## src/rtl/down_counter_preval.sv

```systemverilog
// Purpose: 4-digit BCD MM:SS countdown timer; loads clamped presets, steps down once per TICK_DIV ticks, stops at 00:00.
// Latency: digits/running/done are registered; a qualifying tick shows its new digits the cycle after its edge.
// Backpressure: none; load/s/tick are single-cycle pulses honoured with priority r > load > s > tick.
//
// Ports:
//   clk                  system clock, rising edge
//   r                    synchronous active-high reset
//   tick                 prescaler enable pulse from the clock divider
//   load                 capture preval_0..3 (clamped to legal BCD) and go IDLE
//   s                    start/pause toggle
//   preval_0..preval_3   preset digits, preval_0 = seconds ones
//   d0..d3               current digits, d0 = seconds ones
//   running              high while counting
//   done                 high in DONE
//
// Optional feature macro AUTO_RELOAD_EN: when defined, reaching 00:00 while running
// reloads the last loaded preset, keeps running and pulses done for one cycle.
// When undefined, the timer parks in DONE with done held until load or r.
module down_counter_preval #(
    parameter int TICK_DIV     = 10,
    parameter int SEC_TENS_MAX = 5
) (
    input  logic       clk,
    input  logic       r,
    input  logic       tick,
    input  logic       load,
    input  logic       s,
    input  logic [3:0] preval_0,
    input  logic [3:0] preval_1,
    input  logic [3:0] preval_2,
    input  logic [3:0] preval_3,
    output logic [3:0] d0,
    output logic [3:0] d1,
    output logic [3:0] d2,
    output logic [3:0] d3,
    output logic       running,
    output logic       done
);

    localparam int            PW      = (TICK_DIV > 1) ? $clog2(TICK_DIV) : 1;
    localparam logic [PW-1:0] PS_LAST = PW'(TICK_DIV - 1);
    localparam logic [3:0]    D1_MAX  = 4'(SEC_TENS_MAX);

    typedef enum logic [1:0] {
        ST_IDLE,
        ST_RUN,
        ST_PAUSE,
        ST_DONE
    } state_t;

    state_t        state;
    logic [PW-1:0] pre;

    logic [3:0] c0, c1, c2, c3;
    logic [3:0] n0, n1, n2, n3;
    logic       cur_zero;
    logic       next_zero;

`ifdef AUTO_RELOAD_EN
    logic [3:0] p0, p1, p2, p3;
`endif

    function automatic logic [3:0] clamp(input logic [3:0] v, input logic [3:0] mx);
        return (v > mx) ? mx : v;
    endfunction

    assign c0 = clamp(preval_0, 4'd9);
    assign c1 = clamp(preval_1, D1_MAX);
    assign c2 = clamp(preval_2, 4'd9);
    assign c3 = clamp(preval_3, 4'd9);

    assign cur_zero = (d0 == 4'd0) && (d1 == 4'd0) && (d2 == 4'd0) && (d3 == 4'd0);

    // Borrow chain d0 -> d1 -> d2 -> d3. Only evaluated while counting, and the
    // timer leaves RUN (or reloads) on reaching 00:00, so d3 never underflows.
    always_comb begin
        n0 = d0;
        n1 = d1;
        n2 = d2;
        n3 = d3;
        if (d0 != 4'd0) begin
            n0 = d0 - 4'd1;
        end else begin
            n0 = 4'd9;
            if (d1 != 4'd0) begin
                n1 = d1 - 4'd1;
            end else begin
                n1 = D1_MAX;
                if (d2 != 4'd0) begin
                    n2 = d2 - 4'd1;
                end else begin
                    n2 = 4'd9;
                    n3 = d3 - 4'd1;
                end
            end
        end
    end

    assign next_zero = (n0 == 4'd0) && (n1 == 4'd0) && (n2 == 4'd0) && (n3 == 4'd0);

    always_ff @(posedge clk) begin
        if (r) begin
            d0      <= 4'd0;
            d1      <= 4'd0;
            d2      <= 4'd0;
            d3      <= 4'd0;
            pre     <= '0;
            state   <= ST_IDLE;
            running <= 1'b0;
            done    <= 1'b0;
`ifdef AUTO_RELOAD_EN
            p0      <= 4'd0;
            p1      <= 4'd0;
            p2      <= 4'd0;
            p3      <= 4'd0;
`endif
        end else begin
`ifdef AUTO_RELOAD_EN
            // done is a one-cycle pulse on reload; only DONE holds it as a level.
            if (state != ST_DONE) begin
                done <= 1'b0;
            end
`endif
            if (load) begin
                d0      <= c0;
                d1      <= c1;
                d2      <= c2;
                d3      <= c3;
                pre     <= '0;
                state   <= ST_IDLE;
                running <= 1'b0;
                done    <= 1'b0;
`ifdef AUTO_RELOAD_EN
                p0      <= c0;
                p1      <= c1;
                p2      <= c2;
                p3      <= c3;
`endif
            end else if (s) begin
                case (state)
                    ST_IDLE, ST_PAUSE: begin
                        if (cur_zero) begin
                            state   <= ST_DONE;
                            running <= 1'b0;
                            done    <= 1'b1;
                        end else begin
                            state   <= ST_RUN;
                            running <= 1'b1;
                        end
                    end
                    ST_RUN: begin
                        // Prescaler is left alone so partial progress survives the pause.
                        state   <= ST_PAUSE;
                        running <= 1'b0;
                    end
                    default: begin
                    end
                endcase
            end else if (tick && (state == ST_RUN)) begin
                if (pre == PS_LAST) begin
                    pre <= '0;
                    if (next_zero) begin
`ifdef AUTO_RELOAD_EN
                        d0   <= p0;
                        d1   <= p1;
                        d2   <= p2;
                        d3   <= p3;
                        done <= 1'b1;
`else
                        d0      <= 4'd0;
                        d1      <= 4'd0;
                        d2      <= 4'd0;
                        d3      <= 4'd0;
                        state   <= ST_DONE;
                        running <= 1'b0;
                        done    <= 1'b1;
`endif
                    end else begin
                        d0 <= n0;
                        d1 <= n1;
                        d2 <= n2;
                        d3 <= n3;
                    end
                end else begin
                    pre <= pre + PW'(1);
                end
            end
        end
    end

endmodule

```

## config.mk

```make
export PLATFORM = sky130hd
export DESIGN_NAME = down_counter_preval
export DESIGN_NICKNAME = d
export VERILOG_FILES = /design/src/rtl/down_counter_preval.sv
export SDC_FILE = /design/constraint.sdc
export NUM_CORES = 1
export LEC_CHECK = 0
export BUFFER_PORTS_ARGS = -buffer_cell sky130_fd_sc_hd__clkbuf_2
export CAP_MARGIN = 20
export CORE_ASPECT_RATIO = 1.25
export CORE_UTILIZATION = 50
export CTS_CLUSTER_SIZE = 16
export DETAILED_ROUTE_END_ITERATION = 8
export PLACE_DENSITY = 0.74
export SLEW_MARGIN = 30
export SYNTH_ARGS = -nofsm -noshare
export SYNTH_HDL_FRONTEND = slang
export SYNTH_SLANG_ARGS = --single-unit
```

## constraint.sdc

```tcl
create_clock -name clk -period 4.39 [get_ports clk]
set_input_delay 0.6585 -clock clk [delete_from_list [all_inputs] [get_ports clk]]
set_output_delay 0.6585 -clock clk [all_outputs]
set_load 0.005 [all_outputs]
```

======== Word-level counts from Yosys, hierarchy flattened ========
Cells that the tools add are included.
word-level totals
  bits in registers ....................... 24
  bits of input ports ..................... 21
  output and inout port bits .............. 18
  logic and storage cells ................. 107
cells by class
  add/subtract/negate cells ............... 5
  order comparisons ....................... 4
  eq/ne operators ......................... 7
  mux-type cells .......................... 52
  bitwise gates (word level) .............. 1
  reductions and logical operators ........ 30
operators by type and width
  cell                                                            count
  two-way mux 4 bit                                               34
  logical NOT 4 bit                                               8
  subtractor 4 x 1 -> 4 bit (second input constant)               4
  greater-than comparator 4 bit (second input constant)           3
  nonzero test 4 bit                                              3
  two-way mux 1 bit                                               11
  two-way mux 2 bit                                               5
  nonzero test 2 bit                                              5
  logical AND 1 bit                                               7
  AND reduction 5 bit                                             1
  adder 4 x 1 -> 4 bit (second input constant)                    1
  equality test 4 bit (second input constant)                     1
  greater-than comparator 4 x 3 -> 1 bit (second input constant)  1
  != test 2 x 1 -> 1 bit (second input constant)                  2
  case mux 2 bit (2 select lines)                                 1
  AND reduction 4 bit                                             1
  OR reduction 2 bit                                              2
  != test 3 x 1 -> 1 bit (second input constant)                  1
  AND reduction 3 bit                                             1
  equality test 2 x 1 -> 1 bit (second input constant)            1
  equality test 2 bit (second input constant)                     1
  logical NOT 2 bit                                               1
  != test 2 bit (second input constant)                           1
  case mux 1 bit (2 select lines)                                 1
  2 further kinds                                                 2

======== Depth between registers and ports, before layout ========
Gate-level depths: netlist of the first run.
  depth in word-level cells ............... 12
  mapped depth ............................ 5
  depth with buffers taken out ............ 5

======== Least setup slack after synthesis of the first run ========
Ideal clock, no wire load.
  path type ............................... input to register
  start ................................... input port s
  end ..................................... register d0[2]
  library setup time ...................... 95 ps
  data arrival time ....................... 1797 ps
  slack ................................... 2498 ps
  stages .................................. 4
  cell sequence ........................... or4bb_1 nor2_4 a31oi_1 a221oi_1
between the ends
  longest elaborated chain between the ends .. 2
RTL lines
  item                                  line  text
  start, declared                       27    input logic s,
  != test 2 bit (no source line)        -
  AND reduction 3 bit (no source line)  -
  end signal, assigned                  179   d0 <= n0;
  end, declared                         32    output logic [3:0] d0,
No other way between the ends.
A chain may end at the register's enable or synchronous reset.

======== Worst setup path in the final report of the first run ========
  start ................................... register pre[3]
  end ..................................... register d3[3]
between the ends
  longest elaborated chain between the ends .. 3
RTL lines
  item                                  line  text
  start, declared                       52    logic [PW-1:0] pre;
  start signal, assigned                185   pre <= pre + PW'(1);
  equality test 4 bit                   160   if (pre == PS_LAST) begin
  nonzero test 2 bit (no source line)   -
  AND reduction 3 bit (no source line)  -
  end signal, assigned                  182   d3 <= n3;
  end, declared                         35    output logic [3:0] d3,
No other way between the ends.

==> reports/qor.yml, run 1 <==
status: "complete, no violations"
met2_usage_pct: 42.47
io_buffer_count: 38
initial_core_util_pct: 53.03
hp-class: "reg2reg"
endpoint_kind: "register"
cpMaxStageDelayCell: "or4_1"
max_cap_violations: 0
rsz0062_at_grt: "false"
clock_latency_ps: 320
ir_drop_v: 0.0001904
tightest_slew_ps: 636.6
first_global_vias: 1311
final_common_cell: "clkbuf_2"
n_antenna_cell: 0
clock.fmax_ghz: 0.4554
postSynthCellCount: 169
fp.dieH_um: 61.90
grt_first_pass_wirelength_um: 5816
routed_wl_um: 3565
cts_inserted_buffers: 3
pwr_density_cell_nw_per_um2: 268.6
setup_viol: 0
gp_congestion: 0.8093
cts.clk_slew.worst_paths_ps: 140
critical_path.max_stage_delay_ps: 580
cts.repair.resized: 0
critPathArrivalTime_ps: 2440
skew_ps: 14.49
async_reset_ff_share_pct: 0
tritoncts: "yes"
yosys.area.top_type_share_pct: 33.48
clockBufferDepth: 2
grt_max_degree: 22
slew_violations: 0
dieArea_um2: 3090
area_delta_synth_final_pct: 16.22
drtIter0Drc: 45
row_count: 21
synth_area_um2: 1435
min_period_ps: 2196
path_buf_inv: 0
cp_max_fo: 13
p_leak_nw: 0.6403
fin_cells: 236
vias: 1478
cp.required_ps: 4630
synth_area_leaders: "dfxtp_1, nor2_1, o21ai_0"
die_x_um: 49.92
holdBufCountCts: 0
detail_route.wl_per_cell_um: 15.11
met1_usage_pct: 30.52
dp_cells: 232
io_pins: 39
clockRootBuffer: "clkbuf_4"
critPathKind: "reg2reg"
drc: 0
drive_gt1_share_pct: 24.75
hold_viol: 0
start_kind: "register"
grt_antenna_before_repair: 0
placeableCoreArea_um2: 2706
dp.final_hpwl_um: 2619
via_per_inst: 6.263
cts_setup_buffers: 0
final_antenna_net_count: 0
ys_ff_latch: 24
synth_ff_type: "dfxtp_1"
holdWs_ps: 502.7
post-route-period-util_pct: 50.02
yosysSeqAreaShare_pct: 33.48
drtPass1Iterations: 4
yosys.area.top_type: "dfxtp_1"
cp_top_family: "simple AND/OR/NAND/NOR gates"
cts-htree-levels: 1
syn-num-nets: 192
nets: 226
top_usage_layer: "met2"
synth.distinct_cells: 51
grt_util_met3_pct: 3.406
clock-sinks: 24
grtUsageTotal_pct: 24.62
max_slew_margin_pct: 57.51
overflow: 0
synth_edf_count: 0
avgSynthCellArea_um2: 8.492
ys_warn_count: 0
layout_common_cells: "clkbuf_2, dfxtp_1, nor2_1, o21ai_0, a21oi_1"
tns_ps: 0
worstPathCellList: "nor4bb_1 > nand2_1 > or4_1 > a311oi_1"
[cells in the mapped netlist (all sizes together), types with 3 or more instances]
library cell,count
a21oi,8
a221oi,4
a311oi,4
a31oi,5
clkbuf,7
dfxtp,24
inv,6
nand2,6
nand2b,3
nand3,6
nand4,3
nor2,17
nor3,4
nor4,7
o21ai,10
o31a,3
o31ai,4
or4,4
xnor2,4
[registers in the layout, summed over array words and instances (netlist names)]
signal   count
d0           4
d1           4
d2           4
d3           4
done         1
pre          4
running      1
state        2
[logic make-up (layout without fill, tap and decap cells)]
group	Yosys count	count (layout)	synth area share (%)
simple gates	69	69	30.95
compound gates	51	51	24.67
flops	24	24	33.48
buf+inv	15	48	4.098
xor+xnor	6	6	3.662
fa+ha+maj	2	2	1.743
mux	2	2	1.395
[layer usage]
| layer | vias to the layer above | share of wire [%] |
|---|---|---|
| li1 | 727 | - |
| met2 | 46 | 49 |
| met1 | 697 | 45 |
| met3 | 8 | 4.3 |
| met5 | - | 0 |
| met4 | 0 | 1.7 |
[where the power goes]
part	switching (mW)	internal (mW)
Sequential	0.0174	0.228
Clock	0.0682	0.0507
Combinational	0.0451	0.0383
[worst register-to-register path, stage by stage, from the launching register on]
cell	delay [ps]
dfxtp_1	400
nor4bb_1	490
nand2_1	400
or4_1	580
a311oi_1	260
[cell type report]
type	instances	area, um^2
fillers	253	1039
multi-input cells	130	895.9
flip-flops and latches	24	480.5
repair buffers	38	190.2
well taps	34	42.54
clock buffers	4	36.28
inverters	6	22.52
[stage by stage]
step / instance area, um^2 / power (mW) / worst slack, ps / utilization (%)
3_3_place_gp: 1632 / 0.3307 / 2131 / 60.29
5_1_grt: 1668 / 0.4713 / 2067 / 61.63
4_1_cts: 1668 / 0.4511 / 2243 / 61.63
3_5_place_dp: 1632 / 0.3332 / 2058 / 60.29
2_1_floorplan: 1435 / 0.3005 / 2498 / -
6_report: 1668 / 0.4481 / 2194 / 61.63
[final timing paths]
check / start / endpoint / cells after the start / slack (ps)
worst min register to register: d1[3]$_SDFFE_PP0P_ / d1[3]$_SDFFE_PP0P_ / 2 / 500
worst min-delay path: d1[3]$_SDFFE_PP0P_ / d1[3]$_SDFFE_PP0P_ / 2 / 500
worst max-delay path: pre[3]$_SDFFE_PP0P_ / d3[3]$_SDFFE_PP0P_ / 4 / 2190
worst max register to register: pre[3]$_SDFFE_PP0P_ / d3[3]$_SDFFE_PP0P_ / 4 / 2190
(Power assumes the default switching activity.)
==> inputs of run 2 (changes only) <==
--- a/config.mk
+++ b/config.mk
@@ -5,13 +5,14 @@
 export SDC_FILE = /design/constraint.sdc
 export NUM_CORES = 1
 export LEC_CHECK = 0
+export ABC_AREA = 1
 export BUFFER_PORTS_ARGS = -buffer_cell sky130_fd_sc_hd__clkbuf_2
 export CAP_MARGIN = 20
 export CORE_ASPECT_RATIO = 1.25
-export CORE_UTILIZATION = 50
+export CORE_UTILIZATION = 47
 export CTS_CLUSTER_SIZE = 16
 export DETAILED_ROUTE_END_ITERATION = 8
-export PLACE_DENSITY = 0.74
+export PLACE_DENSITY = 0.72
 export SLEW_MARGIN = 30
 export SYNTH_ARGS = -nofsm -noshare
 export SYNTH_HDL_FRONTEND = slang
==> constraint.sdc (replaced) <==
create_clock -name clk -period 1.8 [get_ports clk]
set_input_delay 0.27 -clock clk [delete_from_list [all_inputs] [get_ports clk]]
set_output_delay 0.27 -clock clk [all_outputs]
set_load 0.005 [all_outputs]
==> reports/qor.yml, run 2 <==
status: "complete, no violations"
avgSynthCellArea_um2: 6.623  # -22%
max_cap_violations: 0  # unchanged
final_common_cell: "nand2_1"
syn-num-nets: 255  # +33%
final_antenna_net_count: 0  # unchanged
clock.fmax_ghz: 0.5899  # +30%
async_reset_ff_share_pct: 0  # unchanged
clockRootBuffer: "clkbuf_4"
overflow: 0  # unchanged
first_global_vias: 1504  # +15%
synth_area_leaders: "dfxtp_1, nand2_1, inv_1"
ys_warn_count: 0  # unchanged
yosysMostFrequentCell: "nand2_1"
hp-class: "in2reg"
tritoncts: "yes"
max_slew_margin_pct: 67.57  # +10 points
ir_drop_v: 0.0004639  # +140%
cts.clk_slew.worst_paths_ps: 140  # about the same
p_leak_nw: 0.8985  # +40%
critPathArrivalTime_ps: 1920  # -520 ps
drtIter0Drc: 73  # +62%
drc: 0  # unchanged
clock-sinks: 24  # unchanged
synth.distinct_cells: 27  # -47%
grt_max_degree: 16  # -27%
swShare_pct: 34.70  # +5.5 points
setup_viol: 0  # unchanged
cp.required_ps: 2030  # -2600 ps
nets: 307  # +36%
via_per_inst: 5.473  # -13%
yosys.area.top_type: "dfxtp_1"
dp.final_hpwl_um: 2929  # +12%
synth_edf_count: 0  # unchanged
p_int_uw: 838.3  # +160%
vias: 1746  # +18%
synth_ff_type: "dfxtp_1"
dieArea_um2: 3503  # +13%
detail_route.wl_per_cell_um: 12.39  # -18%
io_buffer_count: 38  # unchanged
area_delta_synth_final_pct: 25.16
r2r_slack_ps: 100  # -2090 ps
start_kind: "register"
worstPathCellList: "nor2_4 > buf_4 > nand4_1 > nand2_1 > inv_1 > nand3_1 > nor2_2 > nand3_2 > nand2_2 > nand2_2 > nand2_1 > a21oi_1"
p_seq_share_pct: 45.9  # -8.9 points
synth_common_cells: "nand2_1, inv_1, dfxtp_1"
synth_area_um2: 1536  # +7.1%
endpoint_kind: "register"
tightest_slew_ps: 485.9  # -150.8 ps
post-route-period-util_pct: 94.17  # +44 points
cpMaxStageDelayCell: "dfxtp_1"
postSynthCellCount: 232  # +37%
combPwrFrac_pct: 30.5  # +12 points
grtUsageTotal_pct: 23.41  # -1.2 points
io_pins: 39  # unchanged
critPathKind: "reg2reg"
pwr_density_cell_nw_per_um2: 667.6  # +150%
drive_gt1_share_pct: 28.62  # +3.9 points
routed_wl_um: 3951  # +11%
cts_inserted_buffers: 3  # unchanged
yosysSeqAreaShare_pct: 31.27  # -2.2 points
drtPass1Iterations: 4  # unchanged
slew_violations: 0  # unchanged
dp_slack_ps: 66.31  # -1992 ps
n_antenna_cell: 0  # unchanged
p_total_mw: 1.284  # +190%
grt_antenna_before_repair: 0  # unchanged
cp_max_fo: 5  # -8
initial_core_util_pct: 50.74  # -2.3 points
yosys.area.top_type_share_pct: 31.27  # -2.2 points
layout_common_cells: "nand2_1, clkbuf_2, inv_1, nand3_1, dfxtp_1"
clkPwrFrac_pct: 23.6  # -2.9 points
gp_congestion: 0.9020  # +11%
fp.dieH_um: 65.93  # +6.5%
min_period_ps: 1695  # -500.9 ps
hold_viol: 0  # unchanged
worst_slack_ps: 104.9  # -2089 ps
clock_latency_ps: 330  # about the same
fillers: 307  # +21%
grt_first_pass_wirelength_um: 6113  # +5.1%
cts-htree-levels: 1  # unchanged
p_switching_uw: 445.6  # +240%
die_x_um: 53.14  # +6.5%
critical_path.max_stage_delay_ps: 470  # -110 ps
placeableCoreArea_um2: 3028  # +12%
skew_ps: 6.305  # -8.186 ps
row_count: 22  # +4.8%
clockBufferDepth: 2  # unchanged
ys_ff_latch: 24  # unchanged
run 2: changes by cell type in the layout (fill, tap and decap cells not counted), moves of 5 or more:
cell / change
nand2_1: +38
inv_1: +26
nand3_1: +15
buf_4: +13
a31oi_1: +8
a21oi_1: +6
nor2_4: +6
o21ai_0: +6
nor4_1: -5
run 2: area by class of cell:
| class | count | area [um^2] | share of cell area, % |
|---|---|---|---|
| multi-input combinational | 170 | 940.9 | 48.93 |
| sequential | 24 | 485.5 | 25.24 |
| timing repair buffer | 51 | 287.8 | 14.96 |
| inverter | 34 | 127.6 | 6.636 |
| tap | 36 | 45.04 | 2.342 |
| clock buffer | 4 | 36.28 | 1.887 |
run 2: stage by stage:
step                util [%]  setup TNS, ps  instances  hold slack, ps  area [um^2]
finish                 63.51              0        319           209.2         1923
global route           63.51        -0.4505        319           227.9         1923
CTS                    61.24              0        314           216.5         1854
detailed placement     60.04              0        310           452.0         1818
global placement       60.04              0        310           439.5         1818
floorplan                  -              0        232           348.7         1536
run 2: kinds of logic (layout without fill, tap and decap cells):
kind of cell | Yosys count | count (layout) | share of synthesized area, %
AO/OA/AOI/OAI | 53 | 53 | 20.44
buffers and inverters | 39 | 89 | 9.690
AND/OR/NAND/NOR | 112 | 113 | 35.83
flip-flops | 24 | 24 | 31.27
XOR/XNOR | 2 | 2 | 1.140
adder cells (fa/ha/maj) | 2 | 2 | 1.628
run 2: power by group through the flow:
stage / Clock, mW / Sequential (mW) / Combinational, mW
floorplan: 0 / 0.597 / 0.246
global placement: 0 / 0.598 / 0.356
detailed placement: 0 / 0.598 / 0.356
CTS: 0.308 / 0.586 / 0.358
global route: 0.329 / 0.594 / 0.439
finish: 0.303 / 0.590 / 0.391
run 2: what timing repair did:
| item | 4_1_cts | 5_1_grt |
|---|---|---|
| setup endpoints to repair | 0 | 9 |
| buffers inserted | 0 | 4 |
| hold buffers | 0 | 0 |
| endpoints found under the hold margin | 0 | 0 |
| resized for setup | 0 | 10 |
run 2: final timing paths:
check                                           from               endpoint  cells past startpoint
worst max-delay path              d0[3]$_SDFFE_PP0P_  state[1]$_SDFFE_PP0P_                     12
worst min-delay path                     preval_1[1]     d1[1]$_SDFFE_PP0P_                      3
worst max register to register    d0[3]$_SDFFE_PP0P_  state[1]$_SDFFE_PP0P_                     12
worst min register to register  running$_SDFFE_PP0P_   running$_SDFFE_PP0P_                      2
run 2: worst max-delay path: cells and delay by family, from the launching register on:
| family | cells | cell delay (ps) |
|---|---|---|
| and+or+nand+nor | 9 | 850 |
| buffers and inverters | 2 | 210 |
| AOI/OAI and AO/OA | 1 | 60 |
| DFF | 1 | 470 |
run 2: routing by layer:
layer  global-route usage (%)  vias to the layer above  share of wire [%]
met5                        0                        -                  0
met4                    12.50                        0                3.1
met3                    3.218                       11                5.3
met2                    37.97                       63                 47
met1                    29.21                      786                 45
li1                         -                      886                  -
==> inputs of run 3 (changes only) <==
--- a/config.mk
+++ b/config.mk
@@ -10,10 +10,12 @@
 export CAP_MARGIN = 20
 export CORE_ASPECT_RATIO = 1.25
 export CORE_UTILIZATION = 47
+export CTS_CLUSTER_DIAMETER = 40
 export CTS_CLUSTER_SIZE = 16
 export DETAILED_ROUTE_END_ITERATION = 8
 export PLACE_DENSITY = 0.72
-export SLEW_MARGIN = 30
+export RECOVER_POWER = 50
+export SLEW_MARGIN = 20
 export SYNTH_ARGS = -nofsm -noshare
 export SYNTH_HDL_FRONTEND = slang
 export SYNTH_SLANG_ARGS = --single-unit
==> reports/qor.yml, run 3 (same netlist as run 2, synthesis figures left out) <==
grtUsageTotal_pct: 23.41  # unchanged
gp_congestion: 0.9020  # unchanged
dieArea_um2: 3503  # unchanged
nets: 307  # unchanged
p_total_mw: 1.286  # +0.14%
initial_core_util_pct: 50.74  # unchanged
dp.final_hpwl_um: 2929  # unchanged
grt_antenna_before_repair: 0  # unchanged
skew_ps: 2.961  # -3.344 ps
max_cap_violations: 0  # unchanged
dp_slack_ps: 66.31  # unchanged
tritoncts: "yes"
slew_violations: 0  # unchanged
p_leak_nw: 0.8723  # -2.9%
first_global_vias: 1504  # unchanged
min_period_ps: 1681  # -14.26 ps
grt_first_pass_wirelength_um: 6113  # unchanged
area_delta_synth_final_pct: 23.94
detail_route.wl_per_cell_um: 12.44  # +0.46%
clock.fmax_ghz: 0.5949  # +0.85%
clock-sinks: 24  # unchanged
hp-class: "in2reg"
worst_slack_ps: 119.1  # +14.26 ps
critPathKind: "reg2reg"
path_buf_inv: 0  # -2
io_buffer_count: 38  # unchanged
final_common_cell: "nand2_1"
clock_latency_ps: 330  # about the same
fillers: 309  # +0.65%
cp.required_ps: 2040  # about the same
hold_viol: 0  # unchanged
placed_cell_area_um2: 1818  # unchanged
io_pins: 39  # unchanged
holdWs_ps: 205.7  # -3.441 ps
cts-htree-levels: 1  # unchanged
drc: 0  # unchanged
vias: 1735  # -0.63%
die_x_um: 53.14  # unchanged
cpMaxStageDelayCell: "dfxtp_1"
start_kind: "register"
final_antenna_net_count: 0  # unchanged
drtPass1Iterations: 4  # unchanged
post-route-period-util_pct: 93.38  # -0.79 points
holdBufCountCts: 0  # unchanged
ir_drop_v: 0.0004653  # +0.29%
grt_max_degree: 16  # unchanged
cts.clk_slew.worst_paths_ps: 150  # about the same
critPathArrivalTime_ps: 1920  # about the same
max_slew_margin_pct: 66.34  # -1.2 points
endpoint_kind: "register"
r2r_slack_ps: 120  # about the same
clockRootBuffer: "clkbuf_4"
worstPathCellList: "nor2_4 > nand2_4 > nor2_8 > nor2_1 > nor2_1 > nand3_1 > nor2_2 > nand3_2 > nand2_2 > nand2_2 > nand2_1 > a21oi_1"
drive_gt1_share_pct: 25.44  # -3.2 points
status: "complete, no violations"
setup_viol: 0  # unchanged
tightest_slew_ps: 504.4  # +18.51 ps
cp_max_fo: 6  # +1
n_antenna_cell: 0  # unchanged
critical_path.max_stage_delay_ps: 390  # -80 ps
cts_inserted_buffers: 3  # unchanged
overflow: 0  # unchanged
layout_common_cells: "nand2_1, clkbuf_2, inv_1, dfxtp_1, nand3_1"
placeableCoreArea_um2: 3028  # unchanged
pwr_density_cell_nw_per_um2: 675.2  # +1.1%
via_per_inst: 5.439  # -0.63%
clockBufferDepth: 2  # unchanged
row_count: 22  # unchanged
fp.dieH_um: 65.93  # unchanged
cp_top_family: "simple AND/OR/NAND/NOR gates"
routed_wl_um: 3969  # +0.46%
drtIter0Drc: 69  # -5.5%
fin_area_um2: 1904  # -0.98%
-- run 3: changes by cell type in the layout (fill, tap and decap cells not counted) --
| cell | change |
|---|---|
| buf_4 | -3 |
| clkbuf_1 | +7 |
| dfxtp_2 | -2 |
| dfxtp_1 | +2 |
| clkbuf_2 | -4 |
-- run 3: path summary, 6_finish.rpt --
path                                            from                     to  depth (start not counted)
worst min register to register  running$_SDFFE_PP0P_   running$_SDFFE_PP0P_                          2
worst max-delay path              d0[2]$_SDFFE_PP0P_  state[1]$_SDFFE_PP0P_                         12
worst max register to register    d0[2]$_SDFFE_PP0P_  state[1]$_SDFFE_PP0P_                         12
worst min-delay path                     preval_1[1]     d1[1]$_SDFFE_PP0P_                          3
-- run 3: repair_timing --
action                                  CTS  global route
gates resized for setup                   0            10
endpoints found under the setup margin    0             9
endpoints found under the hold margin     0             0
setup buffers                             0             4
-- run 3: layout make-up --
class / count / area [um^2] / share of cell area, %
clock buffers: 4 / 36.28 / 1.905
inverters: 34 / 127.6 / 6.702
multi-input cells: 170 / 940.9 / 49.41
flip-flops and latches: 24 / 483.0 / 25.36
well taps: 36 / 45.04 / 2.365
repair buffers: 51 / 271.5 / 14.26
-- run 3: worst register-to-register path, cell delays in order, from the launching register on --
cell     delay (ps)
dfxtp_1         390
nor2_4          170
nand2_4         120
nor2_8          130
nor2_1           70
nor2_1          100
nand3_1          90
nor2_2          140
nand3_2          80
nand2_2         100
nand2_2          70
nand2_1          70
a21oi_1          50
-- run 3: metal layers --
metal	track usage, %	share of wire (%)	wire length [um]
met4	12.50	2.7	108
met1	29.21	46	1835
met5	0	0	0
met3	3.218	4.0	158
met2	37.97	47	1867
-- run 3: stage by stage --
stage	std cells	setup TNS, ps	util [%]
5_1_grt	319	-12.53	62.89
2_1_floorplan	232	0	-
3_3_place_gp	310	0	60.04
4_1_cts	314	0	61.24
3_5_place_dp	310	0	60.04
6_report	319	0	62.89
-- run 3: report_power, final --
group	switching, mW	total, mW	internal, mW
Clock	0.185	0.309	0.124
Sequential	0.0309	0.589	0.558
Combinational	0.236	0.388	0.151
